File: config.mk
export PLATFORM = sky130hd
export DESIGN_NAME = mux8x1_scan_ctrl
export DESIGN_NICKNAME = d
export VERILOG_FILES = /design/src/rtl/mux8x1_scan_ctrl.sv
export SDC_FILE = /design/constraint.sdc
export NUM_CORES = 1
export LEC_CHECK = 0
export CELL_PAD_IN_SITES_DETAIL_PLACEMENT = 1
export CELL_PAD_IN_SITES_GLOBAL_PLACEMENT = 1
export CORE_MARGIN = 2
export CORE_UTILIZATION = 45
export CTS_BUF_LIST = sky130_fd_sc_hd__clkbuf_2
export DETAILED_ROUTE_END_ITERATION = 10
export DONT_BUFFER_PORTS = 1
export PLACE_DENSITY = 0.84
export SYNTH_ARGS = -nofsm -noshare
export SYNTH_HDL_FRONTEND = slang
export SYNTH_SLANG_ARGS = --single-unit
File: constraint.sdc
create_clock -name clk -period 3.7 [get_ports clk]
set_clock_uncertainty 0.2 [all_clocks]
set_input_delay 1.11 -clock clk [delete_from_list [all_inputs] [get_ports clk]]
set_output_delay 1.11 -clock clk [all_outputs]
set_load 0.01 [all_outputs]
File: src/rtl/mux8x1_scan_ctrl.sv
// mux8x1_scan_ctrl: scans the eight channels of an external 8x1 mux into a byte, with settle delay per channel.
// Optional parity output of the scanned byte is enabled by defining MUX_SCAN_PARITY_EN.
module mux8x1_scan_ctrl #(
    parameter int SETTLE = 1
) (
    input  logic       clk,
    input  logic       rst_n,
    input  logic       start,
    input  logic       abort,
    output logic       mux_en,
    output logic [3:0] mux_sel,
    input  logic       mux_q,
    output logic       busy,
    output logic       done,
    output logic [7:0] data
`ifdef MUX_SCAN_PARITY_EN
    ,
    output logic       parity
`endif
);
    typedef enum logic [1:0] {ST_IDLE, ST_SETTLE, ST_SAMPLE, ST_DONE} state_t;
    // With no settle time each new channel is sampled on the very next cycle
    localparam state_t AFTER_SEL = (SETTLE == 0) ? ST_SAMPLE : ST_SETTLE;
    localparam logic [3:0] LAST = 4'(SETTLE > 0 ? SETTLE - 1 : 0);
    state_t     state;
    logic [3:0] cnt;
    logic [2:0] idx;
    logic [7:0] shadow;
    always_ff @(posedge clk or negedge rst_n) begin
        if (!rst_n) begin
            state   <= ST_IDLE;
            cnt     <= '0;
            idx     <= '0;
            shadow  <= '0;
            mux_en  <= 1'b0;
            mux_sel <= '0;
            busy    <= 1'b0;
            done    <= 1'b0;
            data    <= '0;
`ifdef MUX_SCAN_PARITY_EN
            parity  <= 1'b0;
`endif
        end else begin
            done <= 1'b0;
            case (state)
                ST_IDLE: if (start) begin
                    state   <= AFTER_SEL;
                    idx     <= '0;
                    cnt     <= '0;
                    shadow  <= '0;
                    mux_en  <= 1'b1;
                    mux_sel <= '0;
                    busy    <= 1'b1;
                end
                ST_SETTLE: if (abort) begin
                    state   <= ST_IDLE;
                    idx     <= '0;
                    cnt     <= '0;
                    shadow  <= '0;
                    mux_en  <= 1'b0;
                    mux_sel <= '0;
                    busy    <= 1'b0;
                end else if (cnt == LAST) begin
                    state <= ST_SAMPLE;
                    cnt   <= '0;
                end else begin
                    cnt <= cnt + 4'd1;
                end
                ST_SAMPLE: if (abort) begin
                    state   <= ST_IDLE;
                    idx     <= '0;
                    cnt     <= '0;
                    shadow  <= '0;
                    mux_en  <= 1'b0;
                    mux_sel <= '0;
                    busy    <= 1'b0;
                end else if (idx == 3'd7) begin
                    // Last bit bypasses the shadow so data is complete on DONE entry
                    state     <= ST_DONE;
                    shadow[7] <= mux_q;
                    data      <= {mux_q, shadow[6:0]};
`ifdef MUX_SCAN_PARITY_EN
                    parity    <= ^{mux_q, shadow[6:0]};
`endif
                    idx       <= '0;
                    mux_en    <= 1'b0;
                    mux_sel   <= '0;
                    done      <= 1'b1;
                end else begin
                    state       <= AFTER_SEL;
                    shadow[idx] <= mux_q;
                    idx         <= idx + 3'd1;
                    mux_sel     <= {1'b0, idx + 3'd1};
                end
                ST_DONE: begin
                    state <= ST_IDLE;
                    busy  <= 1'b0;
                end
                default: state <= ST_IDLE;
            endcase
        end
    end
endmodule

# Yosys cells after proc, flatten, opt, wreduce, memory -nomap -nowiden
# Index checks and enable logic that the tools add are counted.
[word_totals] register_bits=32 latch_bits=0 ram_bits=0 mem_bits_ro=0 in_bits=5 wordCells=75 memories=0
[op_classes] n_addsub=2 mul=0 n_div=0 n_lt_le_gt_ge=2 eq_ne=11 n_shift=0 n_mux=37 n_bitwise=1 reduce_logical=12
[op_table] op="two-way mux 8 bit" n=3
[op_table] op="case mux 4 bit (3 select lines)" n=2
[op_table] op="case mux 8 bit (3 select lines)" n=1
[op_table] op="two-way mux 3 bit" n=6
[op_table] op="two-way mux 4 bit" n=4
[op_table] op="two-way mux 2 bit" n=5
[op_table] op="two-way mux 1 bit" n=9
[op_table] op="!= test 3 bit (second input constant)" n=3
[op_table] op="case mux 3 bit (3 select lines)" n=1
[op_table] op="AND reduction 3 bit" n=3
[op_table] op="bitwise mux 8 bit" n=1
[op_table] op="case mux 2 bit (4 select lines)" n=1
[op_table] op="AND reduction 4 bit" n=2
[op_table] op="two-way mux 7 bit" n=1
[op_table] op="!= test 2 bit (second input constant)" n=3
[op_table] op="case mux 1 bit (3 select lines)" n=2
[op_table] op="adder 4 x 1 -> 4 bit (second input constant)" n=1
[op_table] op="== test 2 bit (second input constant)" n=2
[op_table] op="logical NOT 4 bit" n=1
[op_table] op="< comparator 3 x 4 -> 1 bit (second input constant)" n=1
[op_table] op="AND reduction 2 bit" n=2
[op_table] op="adder 3 x 1 -> 3 bit (second input constant)" n=1
[op_table] op="demux 1 bit (select 3 bit)" n=1
[op_table] op="== test 3 bit (second input constant)" n=1
[op_table] op="8 further kinds" n=8

# Longest topological paths before layout
[logic_depth] ltp_word=8 mapped_depth=7

# Worst setup path after synthesis
# No wires, ideal clock.
[synth_path] path_type="input to register" from="in abort" to="reg cnt[3]" t_arrival_ns=2.174 required_ns=3.399 setup_slack_ns=1.226 stages=5 n_path_buf=1 cell_sequence="nor2b_1 buf_6 or3_1 or3_4 o311ai_2"
[synth_between] elab_chain_len=2 word_cells_on_any_way=4
[synth_lines] element="from (decl)" line="9" rtl="input logic abort,"
[synth_lines] element="two-way mux 4 bit / != test 2 bit (equally long branches)"
[synth_lines] element="case mux 4 bit (3 select lines) / AND reduction 3 bit (equally long branches)"
[synth_lines] element="to (signal assigned)" line="67" rtl="cnt <= cnt + 4'd1;"
[synth_lines] element="to (decl)" line="26" rtl="logic [3:0] cnt;"
# Several ways; a longest one is shown, not always the timed one.
# A chain may end at the register's enable or synchronous reset.

# Worst setup path in the final report
[layout_path] from="reg mux_sel[2]" to="out mux_sel[2]"
[layout_rtl] element="from (decl)" line="11" rtl="output logic [3:0] mux_sel,"
[layout_rtl] element="from (signal assigned)" line="93" rtl="mux_sel <= {1'b0, idx + 3'd1};"
# No word-level cell between the ends.

==> summary.txt <==
Finish
  • # fillers: ~330
  • Final instance area: about 0.0014 sq mm
  • Most common cell after layout, fill and taps aside: dfrtp_1
  • ANT cells: 0
  • Share of cells above drive strength 1: 11.5%
  • Most frequent cells in the layout: 27 x dfrtp_1, 18 x o21ai_0, 10 x nand2_1
  • Area grow syn2layout: 2.20%
  • Layout Nets: 146

Synthesis
  • FF+latch count, synth: 27
  • EDFF count, synth: 0
  • Share of synthesized registers carrying an async set or reset: 100%
  • Synth area leaders: dfrtp_1 49%, ha_1 8.2%, mux2_2 7.4%, o21ai_0 6.6%, a21oi_1 2.9%
  • Cell area after synthesis: ~0.0014 sq mm
  • Library cells used by synthesis: 26
  • Area leader, netlist: dfrtp_1
  • Total of warnings raised by yosys: 0
  • Post-synth top area share: 49.4%
  • Top FF cell, synth: dfrtp_1
  • Net Count, Synth: approximately 150
  • Cell count after synthesis: ~130
  • Syn avg cell area: 10.3 sq um
  • Seq/Total Area, Yosys: 49.4%

Timing
  • Achievable Freq: 424 MHz
  • Final slew viol count: 0
  • Slew @ Worst Pin: 620 ps
  • Slew HR: 58.3%
  • Setup tns final: 0 ps
  • Period Utilization, post-route: 63.7%
  • Final Hold Viols: 0
  • Unrepaired setup endpoints after global routing: false
  • Final setup vio count: 0
  • Fin crit period: 2360 ps

Routing
  • DR pass1 iterations: 4
  • Via density: about 6.0
  • Antenna-violating nets left: 0
  • Vias: 976
  • WL/cell: 16.5 um
  • Routed wire length: 2.71 mm
  • Iter 0 DRT Violations: 20
  • Residual DRC: 0

CTS
  • # Post-CTS Setup Buffers: 0
  • Clock Path Buffers: 2
  • PostCTS Resize Cnt: 0
  • Worst-path clk slew: ~260 ps
  • Clk_lat worst skew: about 380 ps
  • Total CTS buffers: 3
  • Hold buffers post-CTS: 0
  • CTS tree: built
  • H-tree Lvls: 1
  • CTS Root Cell: clkbuf_2
  • Sink Count: 27

Power and ir drop
  • Net Switching: between 0.2 and 0.3 mW
  • Sequential share of power: 50.4%
  • Total leakage power: 0.669 nW
  • Internal power: 0.426 mW
  • Power Density: between 400 and 500 mW/mm^2
  • Comb pwr share: 32.3%
  • Share of total power in the clock network: 17.2%
  • Switching Fraction: a little under 40%
  • Peak VDD IR: 273 uV

Setup path
  • Critical Path Source: mux_sel[2]
  • Reg2reg end: data[7]
  • Critical Path RT: 2390 ps
  • FF-to-FF Start: state[0]
  • CP startpoint kind: register
  • Reg2Reg Setup Slack: ~1400 ps
  • WP data arrival: 1050 ps
  • CP Capture Type: output pin
  • FF-to-FF path depth: 5
  • CP Max Fanout: 12
  • Crit path kind: register to output pin

Place
  • PortBufs: 0
  • DP Wirelength: 2.07 mm
  • Placer congestion estimate: 0.779
  • Post-place instance area: 0.00138 sq mm

Flow run
  • # Max-Cap Violations: 0

Global routing
  • Met3 Usage GRT: 4.59%
  • GRT overflow: 0
  • Largest net degree at the start of global routing: 28
  • Vias in the first global route: 995
  • Met2 GRT Util: between 30 and 40%
  • First-pass GRT wire length: 4.53 mm
  • Global Route Usage Sum: 17.5%
  • Grt peak-use layer: met2
  • Met1 usage in global routing: roughly 20%
  • Initial antenna violation count: 0

Die
  • Row Count: 20
  • Die height: 59.1 um
  • Die W: 59.1 um
  • I/O Pins: 20
  • Initial Util: 45.9%
  • Die ar.: approximately 0.0035 sq mm
  • Core area: a little under 0.003 sq mm

Status
  • Run status: finished, final reports clean

Min path
  • HP Class: input pin to asynchronous set/reset pin
==> logic make-up (layout without fill, tap and decap cells) <==
kind of cell	after synthesis	in the layout	share of synthesized area (%)
fa+ha+maj	9	9	8.23
mux	9	9	7.41
simple gates	42	42	16.5
flops	27	27	49.4
buf+inv	12	10	4.12
other cells	1	1	0.274
compound gates	33	33	14.1
==> layout make-up <==
class / count / area [sq um] / area share, %
Tap cell: 33 / 41.3 / 2.95
Inverter: 6 / 22.5 / 1.61
Multi-Input combinational cell: 94 / 636 / 45.5
Sequential cell: 27 / 676 / 48.3
Clock buffer: 3 / 15.0 / 1.07
Clock inverter: 1 / 7.51 / 0.537
==> per-stage QoR <==
step | total power, mW | setup WS (ps) | hold slack (ps) | utilization [%] | cells
finish | 0.693 | 1340 | 164 | 46.9 | 164
detailed placement | 0.582 | 1030 | 293 | 46.2 | 160
global route | 0.743 | 1160 | 114 | 46.9 | 164
CTS | 0.699 | 1320 | 162 | 46.9 | 164
floorplan | 0.528 | 1230 | 266 | - | 133
global placement | 0.565 | 1160 | 292 | 46.2 | 160
==> power groups by stage <==
stage	logic, mW	registers, mW	clock network, mW
finish	0.224	0.350	0.119
detailed placement	0.227	0.356	0
global placement	0.211	0.354	0
CTS	0.228	0.350	0.121
floorplan	0.179	0.349	0
global route	0.256	0.354	0.134
==> cells in the mapped netlist, types with 3 or more instances <==
cell / n
nand2_1: 10
inv_1: 6
nand2b_1: 6
nand3_1: 7
mux2_2: 9
ha_1: 9
a21oi_1: 8
clkbuf_1: 4
nor2_1: 3
dfrtp_1: 27
o31ai_1: 3
o21ai_0: 18
nor3_1: 3
nor2b_1: 6
==> state kept, by name (all words and copies together) (netlist names) <==
register,count
shadow,7
data,8
mux_en,1
state,2
mux_sel,3
busy,1
done,1
cnt,4
==> routing by layer <==
| metal | routed length [um] | up-vias | part of all wire (%) |
|---|---|---|---|
| met4 | 44 | 0 | 1.6 |
| met1 | 1170 | 490 | 43 |
| met3 | 99 | 5 | 3.7 |
| li1 | - | 463 | - |
| met2 | 1400 | 18 | 52 |
| met5 | 0 | - | 0 |
==> how the worst max path moves through the flow <==
stage	endpoint	cells after the start	slack, ps
final	mux_sel[2]	0	1340
after global routing	data[3]	5	1160
after CTS	data[7]	5	1320
after detailed placement	data[7]	3	1030
after global placement	data[2]	3	1160
after floorplan	cnt[3]	5	1230
Note: power is estimated with default switching activity, not from simulation.
